`config.mk`:
```
export PLATFORM = sky130hd
export DESIGN_NAME = fir_sample_tx
export DESIGN_NICKNAME = d
export VERILOG_FILES = /design/src/rtl/dsp_pkg.sv /design/src/rtl/round_sat.sv /design/src/rtl/fir_sample_tx.sv
export SDC_FILE = /design/constraint.sdc
export NUM_CORES = 1
export LEC_CHECK = 0
export BUFFER_PORTS_ARGS = -buffer_cell sky130_fd_sc_hd__buf_2
export CORE_MARGIN = 2
export CORE_UTILIZATION = 39
export DETAILED_ROUTE_END_ITERATION = 10
export PLACE_DENSITY = 0.62
export SETUP_SLACK_MARGIN = 0.15
export SLEW_MARGIN = 40
export SYNTH_ARGS = -nofsm -noshare
export SYNTH_HDL_FRONTEND = slang
export SYNTH_SLANG_ARGS = --single-unit
```
`constraint.sdc`:
```
create_clock -name clk -period 2.5 [get_ports clk]
set_clock_uncertainty 0.2 [all_clocks]
set_input_delay 0.125 -clock clk [delete_from_list [all_inputs] [get_ports clk]]
set_output_delay 0.125 -clock clk [all_outputs]
set_load 0.02 [all_outputs]
```
`src/rtl/dsp_pkg.sv`:
```
// Shared DSP datapath constants and types for the FIR output stage.
package dsp_pkg;

    localparam int unsigned FIR_OUT_W = 39;
    localparam int unsigned SAMPLE_W  = 16;
    localparam int unsigned FRAC_BITS = 15;

    typedef logic signed [SAMPLE_W-1:0] sample_t;

    typedef enum logic [1:0] {
        IDLE,
        LOAD,
        SHIFT
    } tx_state_t;

endpackage

```
`src/rtl/round_sat.sv`:
```
// Round-half-up, drop FRAC fraction bits and clamp a signed word to OUT_W bits.
module round_sat #(
    parameter int unsigned IN_W  = 39,
    parameter int unsigned OUT_W = 16,
    parameter int unsigned FRAC  = 15
) (
    input  logic signed [IN_W-1:0]  i_data,
    output logic        [OUT_W-1:0] o_word,
    output logic                    o_clip
);

    localparam int unsigned EXT_W = IN_W + 1;
    localparam logic        [EXT_W-1:0] HALF  = EXT_W'(64'd1 << (FRAC - 1));
    localparam logic signed [EXT_W-1:0] MAX_S = EXT_W'((64'd1 << (OUT_W - 1)) - 64'd1);
    localparam logic signed [EXT_W-1:0] MIN_S = ~MAX_S;

    logic signed [EXT_W-1:0] w_ext;
    logic signed [EXT_W-1:0] w_shr;

    // One guard bit keeps the rounding add from overflowing at the top of range.
    assign w_ext = {i_data[IN_W-1], i_data} + HALF;
    assign w_shr = w_ext >>> FRAC;

    always_comb begin
        o_word = w_shr[OUT_W-1:0];
        o_clip = 1'b0;
        if (w_shr > MAX_S) begin
            o_word = MAX_S[OUT_W-1:0];
            o_clip = 1'b1;
        end else if (w_shr < MIN_S) begin
            o_word = MIN_S[OUT_W-1:0];
            o_clip = 1'b1;
        end
    end

endmodule

```
`src/rtl/fir_sample_tx.sv`:
```
// FIR output stage: round/saturate the accumulator, buffer one sample and
// shift it MSB-first onto a sclk/sdata/fs DAC link.
module fir_sample_tx
    import dsp_pkg::*;
#(
    parameter int unsigned IN_W    = FIR_OUT_W,
    parameter int unsigned OUT_W   = SAMPLE_W,
    parameter int unsigned FRAC    = FRAC_BITS,
    parameter int unsigned CLK_DIV = 4
) (
    input  logic                   clk,
    input  logic                   rst,
    input  logic                   ena,
    input  logic signed [IN_W-1:0] data_in,
    input  logic                   ovr_clr,
    output logic                   sclk,
    output logic                   sdata,
    output logic                   fs,
    output logic                   busy,
    output logic                   sat,
    output logic                   overrun
);

    localparam int unsigned DIV_W = $clog2(2 * CLK_DIV);
    localparam int unsigned BIT_W = $clog2(OUT_W);
    localparam logic [DIV_W-1:0] DIV_LAST = DIV_W'(2 * CLK_DIV - 1);
    localparam logic [DIV_W-1:0] DIV_HIGH = DIV_W'(CLK_DIV);
    localparam logic [BIT_W-1:0] BIT_MSB  = BIT_W'(OUT_W - 1);

    tx_state_t        r_state, w_state_nxt;
    logic [OUT_W-1:0] r_buf, w_buf_nxt;
    logic             r_buf_valid, w_buf_valid_nxt;
    logic [OUT_W-1:0] r_shift, w_shift_nxt;
    logic [DIV_W-1:0] r_div, w_div_nxt;
    logic [BIT_W-1:0] r_bit, w_bit_nxt;
    logic             r_sclk, w_sclk_nxt;
    logic             r_sdata, w_sdata_nxt;
    logic             r_fs, w_fs_nxt;
    logic             r_busy, w_busy_nxt;
    logic             r_sat, w_sat_nxt;
    logic             r_overrun, w_overrun_nxt;
    logic [OUT_W-1:0] w_word;
    logic             w_clip;
    logic             w_drain;

    round_sat #(
        .IN_W  (IN_W),
        .OUT_W (OUT_W),
        .FRAC  (FRAC)
    ) u_round_sat (
        .i_data (data_in),
        .o_word (w_word),
        .o_clip (w_clip)
    );

    assign w_drain = (r_state == LOAD);

    // Next state, buffer, shifter and next-cycle link outputs.
    always_comb begin
        w_state_nxt     = r_state;
        w_buf_nxt       = r_buf;
        w_buf_valid_nxt = r_buf_valid;
        w_shift_nxt     = r_shift;
        w_div_nxt       = r_div;
        w_bit_nxt       = r_bit;
        w_overrun_nxt   = r_overrun;

        if (ovr_clr) w_overrun_nxt = 1'b0;
        if (w_drain) w_buf_valid_nxt = 1'b0;
        if (ena) begin
            w_buf_nxt       = w_word;
            w_buf_valid_nxt = 1'b1;
            if (r_buf_valid && !w_drain) w_overrun_nxt = 1'b1;
        end

        // A strobe this cycle counts as a pending word so LOAD follows immediately.
        case (r_state)
            IDLE: begin
                if (r_buf_valid || ena) w_state_nxt = LOAD;
            end
            LOAD: begin
                w_state_nxt = SHIFT;
                w_shift_nxt = r_buf;
                w_bit_nxt   = BIT_MSB;
                w_div_nxt   = '0;
            end
            SHIFT: begin
                if (r_div == DIV_LAST) begin
                    w_div_nxt = '0;
                    if (r_bit == '0) begin
                        w_state_nxt = (r_buf_valid || ena) ? LOAD : IDLE;
                    end else begin
                        w_bit_nxt   = r_bit - BIT_W'(1);
                        w_shift_nxt = {r_shift[OUT_W-2:0], 1'b0};
                    end
                end else begin
                    w_div_nxt = r_div + DIV_W'(1);
                end
            end
            default: w_state_nxt = IDLE;
        endcase

        w_sclk_nxt  = (w_state_nxt == SHIFT) && (w_div_nxt >= DIV_HIGH);
        w_sdata_nxt = (w_state_nxt == SHIFT) && w_shift_nxt[OUT_W-1];
        w_fs_nxt    = (w_state_nxt == SHIFT) && (w_bit_nxt == BIT_MSB);
        w_busy_nxt  = (w_state_nxt != IDLE) || w_buf_valid_nxt;
        w_sat_nxt   = ena && w_clip;
    end

    always_ff @(posedge clk or negedge rst) begin
        if (!rst) begin
            r_state     <= IDLE;
            r_buf       <= '0;
            r_buf_valid <= 1'b0;
            r_shift     <= '0;
            r_div       <= '0;
            r_bit       <= '0;
            r_sclk      <= 1'b0;
            r_sdata     <= 1'b0;
            r_fs        <= 1'b0;
            r_busy      <= 1'b0;
            r_sat       <= 1'b0;
            r_overrun   <= 1'b0;
        end else begin
            r_state     <= w_state_nxt;
            r_buf       <= w_buf_nxt;
            r_buf_valid <= w_buf_valid_nxt;
            r_shift     <= w_shift_nxt;
            r_div       <= w_div_nxt;
            r_bit       <= w_bit_nxt;
            r_sclk      <= w_sclk_nxt;
            r_sdata     <= w_sdata_nxt;
            r_fs        <= w_fs_nxt;
            r_busy      <= w_busy_nxt;
            r_sat       <= w_sat_nxt;
            r_overrun   <= w_overrun_nxt;
        end
    end

    assign sclk    = r_sclk;
    assign sdata   = r_sdata;
    assign fs      = r_fs;
    assign busy    = r_busy;
    assign sat     = r_sat;
    assign overrun = r_overrun;

endmodule

```
==> results of run 1 <==
## logic make-up after synthesis
family,synth area share
adder cells (fa/ha/maj),0.0341
AO/OA/AOI/OAI,0.250
multiplexers,0.00726
flip-flops,0.410
buffers and inverters,0.0487
XOR/XNOR,0.0388
AND/OR/NAND/NOR,0.211
## per-stage QoR
step | utilization | hold slack (ns)
after floorplan | - | -0.371
after global placement | 0.449 | -0.113
after detailed placement | 0.449 | -0.117
after CTS | 0.470 | 0.0192
after global routing | 0.478 | 0.0322
final | 0.478 | 0.0254
## worst register-to-register path: cells and delay by family, from the launching register on
family,cells,cell delay (ns)
compound gates,2,0.28
fa+ha+maj,1,0.31
buf+inv,2,0.14
flops,1,0.41
simple gates,3,0.73
## report_power, final
part           internal, mW  switching, mW  leakage (nW)
combinational         0.421          0.604         0.773
sequential            0.982          0.146         0.622
clock                 0.327          0.258        0.0614
total                  1.73           1.01          1.46
## layout by cell type, fill, tap and decap left out, types with 3 or more instances in the layout
| cell | instances |
|---|---|
| or3_1 | 4 |
| o21a_1 | 3 |
| xnor2_1 | 10 |
| clkbuf_8 | 6 |
| a21oi_1 | 15 |
| nand4_1 | 13 |
| and3_1 | 7 |
| o31ai_1 | 5 |
| dfrtp_1 | 48 |
| ha_1 | 5 |
| inv_1 | 13 |
| and4_1 | 5 |
| a221o_1 | 3 |
| nand2_1 | 44 |
| buf_2 | 34 |
| a22oi_1 | 17 |
| a21o_1 | 4 |
| nand3_1 | 10 |
| buf_4 | 19 |
| o21ai_0 | 22 |
| xor2_1 | 3 |
| a22oi_2 | 9 |
| nor3_1 | 5 |
| nor2_1 | 11 |
## final cells by class
class | count | area [um^2]
fillers | 697 | 3780
multi-input cells | 236 | 1640
flip-flops and latches | 48 | 1200
repair buffers | 55 | 333
well taps | 99 | 124
clock buffers | 6 | 82.6
inverters | 14 | 52.6
clock inverters | 2 | 38.8
## metal layers
metal,global-route usage,vias to the layer above,share of wire
li1,-,1261,-
met1,0.208,1202,0.47
met2,0.252,34,0.50
met3,0.0259,5,0.028
met4,0.0308,0,0.0043
met5,0,-,0
## sequential cells by signal, summed over array words and instances (netlist names), named ones only
signal / count
r_buf: 16
r_shift: 16
r_buf_valid: 1
overrun: 1
fs: 1
r_state: 2
r_div: 1
sdata: 1
sclk: 1
sat: 1
busy: 1
r_bit: 4
## final timing paths
path                                    to  depth (start not counted)
max in group asynchronous         r_buf[3]                          3
worst max-delay path                    fs                          8
min in group asynchronous         r_bit[2]                          2
worst min-delay path             r_buf[14]                          4
worst max register to register          fs                          8
worst min register to register  r_shift[9]                          2
## repair_timing
item,in CTS,in global routing
hold buffers,2,0
buffers inserted,1,2
pin swaps,0,2
hold endpoints to repair,19,0
gates resized for setup,1,11
endpoints found under the setup margin,1,2
==> out/qor.json, run 1 <==
{
  "routed-via-count": {"value": 2502},
  "total_wirelength_of_the_detailed_routed_design": {"value": 6210, "unit": "um"},
  "detail_route.first_pass.iterations": {"value": 4},
  "estimated_wirelength_of_the_detail_placed_design": {"value": 4720, "unit": "um"},
  "worstPathBufferInverterCount": {"value": 2},
  "critical_path.max_fanout": {"value": 4},
  "count_of_endpoints_failing_hold_in_the_final_timing_report": {"value": 0},
  "netlist_top_cells_area": {"value": "dfrtp_1 41%, nand2_1 5.6%, a22oi_1 4.4%"},
  "timing.final.crit_share": {"value": 0.871},
  "route.detailed.wl_per_inst": {"value": 13.5, "unit": "um"},
  "gr-usage-all-layers": {"value": 0.152},
  "pwr_density_cell": {"value": 790, "unit": "nW/um^2"},
  "worst_setup_path_end_kind": {"value": "flop"},
  "post-synth-top-count-cell": {"value": "dfrtp_1"},
  "power": {"value": 2.74, "unit": "mW"},
  "critical_path_source": {"value": "r_state[0]"},
  "die_span_in_y": {"value": 90.7, "unit": "um"},
  "clkSinkCount": {"value": 48},
  "netlist.top_cell.by_area": {"value": "dfrtp_1"},
  "maxClockFrequency": {"value": 459, "unit": "MHz"},
  "max_slew_margin": {"value": 0.710},
  "fin_crit": {"value": 2.18, "unit": "ns"},
  "place_inst": {"value": 447},
  "std_cell_rows": {"value": 31},
  "critPathSlowestCell": {"value": "dfrtp_1"},
  "cts_buffers": {"value": 5},
  "hold_path.class": {"value": "primary input to flop"},
  "layout_setup_ws": {"value": 0.321, "unit": "ns"},
  "syn-mean-instance-area": {"value": 9.34, "unit": "um^2"},
  "via_count_of_the_first_global_routing_pass": {"value": 2332},
  "place_ws": {"value": 0.0316, "unit": "ns"},
  "worst-endpoint-required": {"value": 2.51, "unit": "ns"},
  "chipWidth": {"value": 90.7, "unit": "um"},
  "synth.yosys.seq_area_share": {"value": 0.410},
  "vias_per_cell": {"value": 5.44},
  "worst-r2r-setup-slack": {"value": 0.32, "unit": "ns"},
  "n_antenna_cell": {"value": 0},
  "critPathLaunchType": {"value": "flop"},
  "initial_antenna_violation_count": {"value": 0},
  "worst_skew_pair.late_latency": {"value": 0.30, "unit": "ns"},
  "synth-seq-cells": {"value": 48},
  "design.final.nets": {"value": 411},
  "synthesis.area": {"value": 2930, "unit": "um^2"},
  "max_stage_delay": {"value": 0.41, "unit": "ns"},
  "cts_tree": {"value": "done"},
  "htree_num_levels": {"value": 2},
  "layout-drive-gt1-share": {"value": 0.255},
  "max_slew.worst_pin.slew": {"value": 0.434, "unit": "ns"},
  "synth.lib_cells_used.distinct": {"value": 54},
  "r2r-start": {"value": "r_state[0]"},
  "family_with_the_most_delay_on_the_worst_path": {"value": "simple AND/OR/NAND/NOR gates"},
  "grt_max_degree": {"value": 31},
  "worst-endpoint-arrival": {"value": 2.19, "unit": "ns"},
  "clock_path_buffers": {"value": 2},
  "start_util": {"value": 0.404},
  "antenna_violating_nets_left": {"value": 0},
  "postSynth.topFlopCell": {"value": "dfrtp_1"},
  "gpl.final_weighted_congestion": {"value": 0.833},
  "num_ports": {"value": 49},
  "core_region_area": {"value": 7250, "unit": "um^2"},
  "synth-edff-count": {"value": 0},
  "drc_errors": {"value": 0},
  "asyncSetResetFlopFracSynth": {"value": 1.00},
  "status": {"value": "complete, no violations"},
  "synthesized_instance_count": {"value": 314},
  "kind_of_critical_path": {"value": "flop to flop"},
  "ctsRootBufferMaster": {"value": "clkbuf_8"},
  "timing.final.setup_violations": {"value": 0},
  "area_share_of_the_largest_cell_type_after_synthesis": {"value": 0.410},
  "critical_path.cell_chain": {"value": "inv_1 -> ha_1 -> inv_1 -> or3_1 -> o21ai_2 -> a221o_1 -> nand2_1 -> nor4bb_2"},
  "clkTransAtPathRegs": {"value": 0.09, "unit": "ns"},
  "final_area": {"value": 3470, "unit": "um^2"},
  "finalNonFillerCells": {"value": 460},
  "detail_route.iter0.violations": {"value": 119},
  "hp-start": {"value": "data_in[29]"},
  "max-vdd-ir-drop": {"value": 0.394, "unit": "mV"},
  "count_of_pins_over_their_slew_limit": {"value": 0},
  "grt_pass1_wl": {"value": 10600, "unit": "um"},
  "layout_overhead_on_the_synthesized_area": {"value": 18.3, "unit": "%"},
  "io_buffers": {"value": 34},
  "setup_repair_after_global_routing_missed_its_margin": {"value": "false"},
  "placement.cell_area": {"value": 3260, "unit": "um^2"},
  "synth-warning-count": {"value": 0},
  "ys_top_cells_by_count": {"value": "48 x dfrtp_1, 44 x nand2_1, 25 x o21ai_0"},
  "globalRouteOverflowTotal": {"value": 0},
  "cellLeakagePower": {"value": 1.46, "unit": "nW"},
  "postSynthNetCount": {"value": 365},
  "drv_cap": {"value": 0},
  "floorplan.die_area": {"value": 8230, "unit": "um^2"},
  "setup_tns": {"value": 0, "unit": "ns"},
  "cpMostUsedCell": {"value": "inv_1"}
}
Power figures use the tool's default switching activity.
==> run 2, diff against run 1 <==
- BUFFER_PORTS_ARGS: -buffer_cell sky130_fd_sc_hd__buf_2 -> unset
- DONT_BUFFER_PORTS: unset -> 1
- MAX_ROUTING_LAYER: unset -> met4
- PLACE_DENSITY: 0.62 -> 0.56
==> run 2 against run 1 <==
Net effect:
- register-to-register slack hardly changed
- sequential share of layout area is 0.86 points lower
- critical path depth is 1 lower
- count of clock-buffer cells in the layout is 1 lower
- global-route usage is 2.2 points higher
- worst hold slack worse by 0.017 ns
- worst setup slack worse by 0.0073 ns
- cell count is 3.3% lower
- routed wire length is 8.4% higher
- clock power is 17% higher
- non-clock buffer count is 15 lower
- utilization is 1.2 points higher
- critical path type unchanged
- critical endpoint is now busy
==> out/qor.json, run 2 (same netlist as run 1, synthesis figures left out) <==
{
  "final_area": {"value": 3560, "unit": "um^2", "change": "+2.6%"},
  "design.final.nets": {"value": 396, "change": "-3.6%"},
  "grt_pass1_wl": {"value": 11400, "unit": "um", "change": "+7.8%"},
  "floorplan.die_area": {"value": 8230, "unit": "um^2", "change": "unchanged"},
  "num_ports": {"value": 49, "change": "unchanged"},
  "internal-power": {"value": 1.80, "unit": "mW", "change": "+4.2%"},
  "n_antenna_cell": {"value": 0, "change": "unchanged"},
  "clock_path_buffers": {"value": 2, "change": "unchanged"},
  "worst_skew_pair.late_latency": {"value": 0.31, "unit": "ns", "change": "about the same"},
  "critical_path.max_fanout": {"value": 6, "change": "+2"},
  "layout.core_utilization": {"value": 0.490, "change": "+0.0122"},
  "hp-start": {"value": "data_in[19]"},
  "count_of_endpoints_failing_hold_in_the_final_timing_report": {"value": 0, "change": "unchanged"},
  "maxClockFrequency": {"value": 457, "unit": "MHz", "change": "-0.33%"},
  "max_slew_margin": {"value": 0.663, "change": "-0.0474"},
  "worstRegToRegCells": {"value": 7, "change": "-1"},
  "cts_tree": {"value": "done"},
  "max-vdd-ir-drop": {"value": 0.285, "unit": "mV", "change": "-28%"},
  "timing.final.setup_violations": {"value": 0, "change": "unchanged"},
  "antenna_violating_nets_left": {"value": 0, "change": "unchanged"},
  "total_wirelength_of_the_detailed_routed_design": {"value": 6740, "unit": "um", "change": "+8.4%"},
  "detail_route.iter0.violations": {"value": 106, "change": "-11%"},
  "start_util": {"value": 0.404, "change": "unchanged"},
  "cts_buffers": {"value": 5, "change": "unchanged"},
  "sequentialPowerShare": {"value": 0.411, "change": "about the same"},
  "setup_repair_after_global_routing_missed_its_margin": {"value": "true"},
  "die_span_in_y": {"value": 90.7, "unit": "um", "change": "unchanged"},
  "chipWidth": {"value": 90.7, "unit": "um", "change": "unchanged"},
  "hold_path_depth": {"value": 4, "change": "unchanged"},
  "detail_route.first_pass.iterations": {"value": 4, "change": "unchanged"},
  "gpl.final_weighted_congestion": {"value": 0.786, "change": "-5.7%"},
  "drv_cap": {"value": 0, "change": "unchanged"},
  "route.detailed.wl_per_inst": {"value": 15.1, "unit": "um", "change": "+12%"},
  "max_slew.worst_pin.slew": {"value": 0.505, "unit": "ns", "change": "+0.0718 ns"},
  "initial_antenna_violation_count": {"value": 0, "change": "unchanged"},
  "portion_of_total_power_attributed_to_combinational_logic": {"value": 0.347, "change": "-0.027"},
  "mostFrequentLayoutCells": {"value": "48 x dfrtp_1, 44 x nand2_1, 26 x dlygate4sd3_1"},
  "fin_crit": {"value": 2.19, "unit": "ns", "change": "+0.00727 ns"},
  "std_cell_rows": {"value": 31, "change": "unchanged"},
  "globalRouteOverflowTotal": {"value": 0, "change": "unchanged"},
  "estimated_wirelength_of_the_detail_placed_design": {"value": 4530, "unit": "um", "change": "-4.1%"},
  "grt_max_degree": {"value": 49, "change": "+58%"},
  "core_region_area": {"value": 7250, "unit": "um^2", "change": "unchanged"},
  "worst_setup_path_end_kind": {"value": "flop"},
  "htree_num_levels": {"value": 2, "change": "unchanged"},
  "layout_overhead_on_the_synthesized_area": {"value": 21.3, "unit": "%"},
  "via_count_of_the_first_global_routing_pass": {"value": 2394, "change": "+2.7%"},
  "status": {"value": "complete, no violations"},
  "worst-endpoint-arrival": {"value": 2.18, "unit": "ns", "change": "about the same"},
  "timing.final.crit_share": {"value": 0.874, "change": "+0.00291"},
  "netSwitchingPower": {"value": 1.02, "unit": "mW", "change": "+1.0%"},
  "pwr_density_cell": {"value": 793, "unit": "nW/um^2", "change": "+0.48%"},
  "switching_fraction_of_total_power": {"value": 0.361, "change": "-0.00729"},
  "setup_tns": {"value": 0, "unit": "ns", "change": "unchanged"},
  "gr-usage-all-layers": {"value": 0.174, "change": "+0.0219"},
  "critPathLaunchType": {"value": "flop"},
  "layout-drive-gt1-share": {"value": 0.147, "change": "-0.107"},
  "kind_of_critical_path": {"value": "flop to flop"},
  "timing.hold.ws": {"value": 0.00864, "unit": "ns", "change": "-0.0168 ns"},
  "layout_commonest_cell": {"value": "dfrtp_1"},
  "ctsRootBufferMaster": {"value": "clkbuf_8"},
  "clkSinkCount": {"value": 48, "change": "unchanged"},
  "routed-via-count": {"value": 2502, "change": "unchanged"},
  "fill_cells": {"value": 700, "change": "+0.43%"},
  "io_buffers": {"value": 0, "change": "-100%"},
  "cellLeakagePower": {"value": 1.42, "unit": "nW", "change": "-2.7%"},
  "hold_path.class": {"value": "primary input to flop"},
  "count_of_pins_over_their_slew_limit": {"value": 0, "change": "unchanged"},
  "clkTransAtPathRegs": {"value": 0.10, "unit": "ns", "change": "about the same"},
  "power.clock.fraction": {"value": 0.242, "change": "+0.028"},
  "vias_per_cell": {"value": 5.62, "change": "+3.4%"},
  "drc_errors": {"value": 0, "change": "unchanged"},
  "layout_top_registers": {"value": "r_buf: 16 flops, r_shift: 16 flops, r_bit: 4 flops"},
  "placement.cell_area": {"value": 3070, "unit": "um^2", "change": "-5.6%"},
  "worst-endpoint-required": {"value": 2.49, "unit": "ns", "change": "-0.02 ns"}
}
-- run 2: cell types whose count changed in the layout (fill, tap and decap cells not counted), sizes merged --
| cell | previous run | this run |
|---|---|---|
| clkinv | 1 | 0 |
| clkbuf | 6 | 5 |
| buf | 53 | 14 |
| inv | 14 | 15 |
| dlygate4sd3 | 2 | 26 |
| bufinv | 1 | 2 |
-- run 2: final cells by class --
type	count	area [um^2]	share of cell area
clock buffer	5	68.8	0.0193
tap	99	124	0.0348
sequential	48	1200	0.338
clock inverter	3	68.8	0.0193
multi-input combinational	236	1630	0.459
timing repair buffer	40	410	0.115
inverter	14	52.6	0.0148
-- run 2: power groups by stage --
stage	Combinational [mW]	Clock, mW	Sequential, mW
after floorplan	0.675	0	1.12
after global placement	0.869	0	1.16
final	0.979	0.682	1.16
after detailed placement	0.887	0	1.16
after CTS	0.949	0.703	1.15
after global routing	1.13	0.732	1.19
-- run 2: per-layer routing --
layer | vias up | routed length (um) | share of wire | GRT usage
li1 | 1236 | - | - | -
met1 | 1202 | 3220 | 0.48 | 0.224
met2 | 57 | 3200 | 0.48 | 0.280
met3 | 7 | 224 | 0.033 | 0.0292
met4 | 0 | 89 | 0.013 | 0.0538
met5 | - | 0 | 0 | -
-- run 2: worst paths after layout --
path                                     to  slack, ns
worst max-delay path                   busy       0.31
worst min register to register   r_shift[1]       0.29
worst max register to register         busy       0.31
min in group asynchronous        r_shift[0]       0.12
worst min-delay path               r_buf[6]      0.009
max in group asynchronous       r_shift[15]       1.75
-- run 2: per-stage QoR --
stage,cells,total power [mW],setup slack [ns]
6_report,445,2.82,0.314
5_1_grt,445,3.05,0.146
4_1_cts,443,2.81,0.137
3_5_place_dp,408,2.05,0.131
3_3_place_gp,408,2.03,0.103
2_1_floorplan,314,1.79,0.175
-- run 2: what timing repair did --
| item | in CTS | in global routing |
|---|---|---|
| endpoints found under the hold margin | 68 | 0 |
| hold buffers | 27 | 0 |
| setup buffers | 0 | 2 |
| gates resized for setup | 2 | 8 |
| endpoints found under the setup margin | 2 | 16 |
| pin swaps | 0 | 2 |
-- run 2: critical path, stage by stage (launching register included) --
cell and delay [ns]:
dfrtp_1 0.37, ha_2 0.20, ha_4 0.16, nor4bb_4 0.33, a21oi_1 0.12, o22ai_1 0.23
nor2_1 0.09, or3_1 0.37
==> run 3, diff against run 2 <==
- HOLD_SLACK_MARGIN: unset -> 0.05
==> run 3 against run 2 <==
Net effect:
- via count up 2.0%
- total power up 0.35%
- sequential cell count unchanged
- routed wire length down 0.19%
- largest cell class unchanged
- utilization up 1.1 points
- critical path depth down 1
- critical endpoint is now r_buf[8]
- clock power about the same
- first-iteration DRC count down 15%
- die area unchanged
- cell area up 2.3%
==> out/qor.json, run 3 (same netlist as run 1, synthesis figures left out) <==
{
  "clkSinkCount": {"value": 48, "change": "unchanged"},
  "worst-endpoint-required": {"value": 2.53, "unit": "ns", "change": "+0.04 ns"},
  "layout_overhead_on_the_synthesized_area": {"value": 24.1, "unit": "%"},
  "total_wirelength_of_the_detailed_routed_design": {"value": 6720, "unit": "um", "change": "-0.19%"},
  "core_region_area": {"value": 7250, "unit": "um^2", "change": "unchanged"},
  "drc_errors": {"value": 0, "change": "unchanged"},
  "cellLeakagePower": {"value": 1.45, "unit": "nW", "change": "+2.3%"},
  "floorplan.die_area": {"value": 8230, "unit": "um^2", "change": "unchanged"},
  "start_util": {"value": 0.404, "change": "unchanged"},
  "timing.hold.ws": {"value": 0.0602, "unit": "ns", "change": "+0.0516 ns"},
  "max-vdd-ir-drop": {"value": 0.286, "unit": "mV", "change": "+0.27%"},
  "vias_per_cell": {"value": 5.63, "change": "+0.20%"},
  "worst-endpoint-arrival": {"value": 2.24, "unit": "ns", "change": "+0.06 ns"},
  "initial_antenna_violation_count": {"value": 0, "change": "unchanged"},
  "worst_skew_pair.late_latency": {"value": 0.31, "unit": "ns", "change": "about the same"},
  "mostFrequentLayoutCells": {"value": "48 x dfrtp_1, 44 x nand2_1, 34 x dlygate4sd3_1"},
  "antenna_violating_nets_left": {"value": 0, "change": "unchanged"},
  "num_ports": {"value": 49, "change": "unchanged"},
  "max_slew_margin": {"value": 0.644, "change": "-0.0191"},
  "routed-via-count": {"value": 2552, "change": "+2.0%"},
  "timing.final.setup_violations": {"value": 0, "change": "unchanged"},
  "timing.final.crit_share": {"value": 0.883, "change": "+0.00906"},
  "ctsRootBufferMaster": {"value": "clkbuf_8"},
  "chipWidth": {"value": 90.7, "unit": "um", "change": "unchanged"},
  "die_span_in_y": {"value": 90.7, "unit": "um", "change": "unchanged"},
  "worst_setup_path_end_kind": {"value": "flop"},
  "clock_path_buffers": {"value": 2, "change": "unchanged"},
  "fill_cells": {"value": 704, "change": "+0.57%"},
  "setup_tns": {"value": 0, "unit": "ns", "change": "unchanged"},
  "setup_repair_after_global_routing_missed_its_margin": {"value": "true"},
  "route.detailed.wl_per_inst": {"value": 14.8, "unit": "um", "change": "-2.0%"},
  "detail_route.first_pass.iterations": {"value": 4, "change": "unchanged"},
  "grt_pass1_wl": {"value": 11400, "unit": "um", "change": "-0.18%"},
  "std_cell_rows": {"value": 31, "change": "unchanged"},
  "layout_commonest_cell": {"value": "dfrtp_1"},
  "critical_path.max_fanout": {"value": 3, "change": "-3"},
  "layout-drive-gt1-share": {"value": 0.144, "change": "-0.00333"},
  "max_slew.worst_pin.slew": {"value": 0.532, "unit": "ns", "change": "+0.0269 ns"},
  "htree_num_levels": {"value": 2, "change": "unchanged"},
  "pwr_density_cell": {"value": 779, "unit": "nW/um^2", "change": "-1.9%"},
  "count_of_endpoints_failing_hold_in_the_final_timing_report": {"value": 0, "change": "unchanged"},
  "critPathLaunchType": {"value": "primary input"},
  "status": {"value": "complete, no violations"},
  "n_antenna_cell": {"value": 0, "change": "unchanged"},
  "estimated_wirelength_of_the_detail_placed_design": {"value": 4530, "unit": "um", "change": "unchanged"},
  "cts_buffers": {"value": 5, "change": "unchanged"},
  "kind_of_critical_path": {"value": "primary input to flop"},
  "hold_path.class": {"value": "primary input to flop"},
  "grt_max_degree": {"value": 49, "change": "unchanged"},
  "clkTransAtPathRegs": {"value": 0.08, "unit": "ns", "change": "-0.02 ns"},
  "via_count_of_the_first_global_routing_pass": {"value": 2433, "change": "+1.6%"},
  "drv_cap": {"value": 0, "change": "unchanged"},
  "detail_route.iter0.violations": {"value": 90, "change": "-15%"},
  "io_buffers": {"value": 0, "change": "unchanged"},
  "fin_crit": {"value": 2.21, "unit": "ns", "change": "+0.0226 ns"},
  "gpl.final_weighted_congestion": {"value": 0.786, "change": "unchanged"},
  "design.final.nets": {"value": 404, "change": "+2.0%"},
  "globalRouteOverflowTotal": {"value": 0, "change": "unchanged"},
  "maxClockFrequency": {"value": 453, "unit": "MHz", "change": "-1.0%"},
  "count_of_pins_over_their_slew_limit": {"value": 0, "change": "unchanged"},
  "cts_tree": {"value": "done"},
  "layout_top_registers": {"value": "r_buf: 16 flops, r_shift: 16 flops, r_bit: 4 flops"},
  "gr-usage-all-layers": {"value": 0.173, "change": "-0.000728"},
  "power": {"value": 2.83, "unit": "mW", "change": "+0.35%"}
}
## run 3: final timing paths
kind                                  start  cells after the start  slack, ns           to
min in group asynchronous               rst                      2       0.12   r_shift[0]
worst min-delay path            data_in[27]                      4       0.06    r_buf[13]
worst max register to register         flop                      7       0.31         busy
worst max-delay path            data_in[23]                      6       0.29     r_buf[8]
worst min register to register   r_shift[1]                      2       0.29   r_shift[1]
max in group asynchronous               rst                      2       1.75  r_shift[15]
## run 3: cell type report
class | count | area (um^2) | share of cell area
multi-input cells | 236 | 1630 | 0.449
clock buffers | 5 | 68.8 | 0.0189
inverters | 14 | 52.6 | 0.0144
clock inverters | 3 | 68.8 | 0.0189
repair buffers | 48 | 490 | 0.135
flip-flops and latches | 48 | 1200 | 0.330
well taps | 99 | 124 | 0.0341
## run 3: power by group
group	switching (mW)	leakage (nW)	internal, mW
sequential	0.180	0.622	0.982
clock	0.277	0.0687	0.403
combinational	0.564	0.759	0.426
total	1.02	1.45	1.81
## run 3: metrics by stage
step,utilization,std cells,cell area (um^2),setup slack (ns)
after CTS,0.495,451,3590,0.137
final,0.501,453,3640,0.291
after global placement,0.424,408,3070,0.103
after global routing,0.501,453,3640,0.145
after floorplan,-,314,2930,0.175
after detailed placement,0.424,408,3070,0.131
## run 3: repair_timing
action	in CTS	in global routing
gates resized for setup	2	8
hold endpoints to repair	69	0
pin swaps	0	2
hold buffers	35	0
endpoints found under the setup margin	2	16
buffers inserted	0	2
## run 3: worst max-delay path, cell delays in order
cell           delay [ns]
dlygate4sd3_1        0.58
xnor2_1              0.18
dlygate4sd3_1        0.61
nand3_1              0.08
dlygate4sd3_1        0.59
nand4_1              0.08
## run 3: routing by layer
layer  up-vias  part of all wire  track usage
li1       1251                 -            -
met4         0             0.013       0.0538
met2        55              0.48        0.285
met3         7             0.039       0.0284
met5         -                 0            -
met1      1239              0.47        0.218
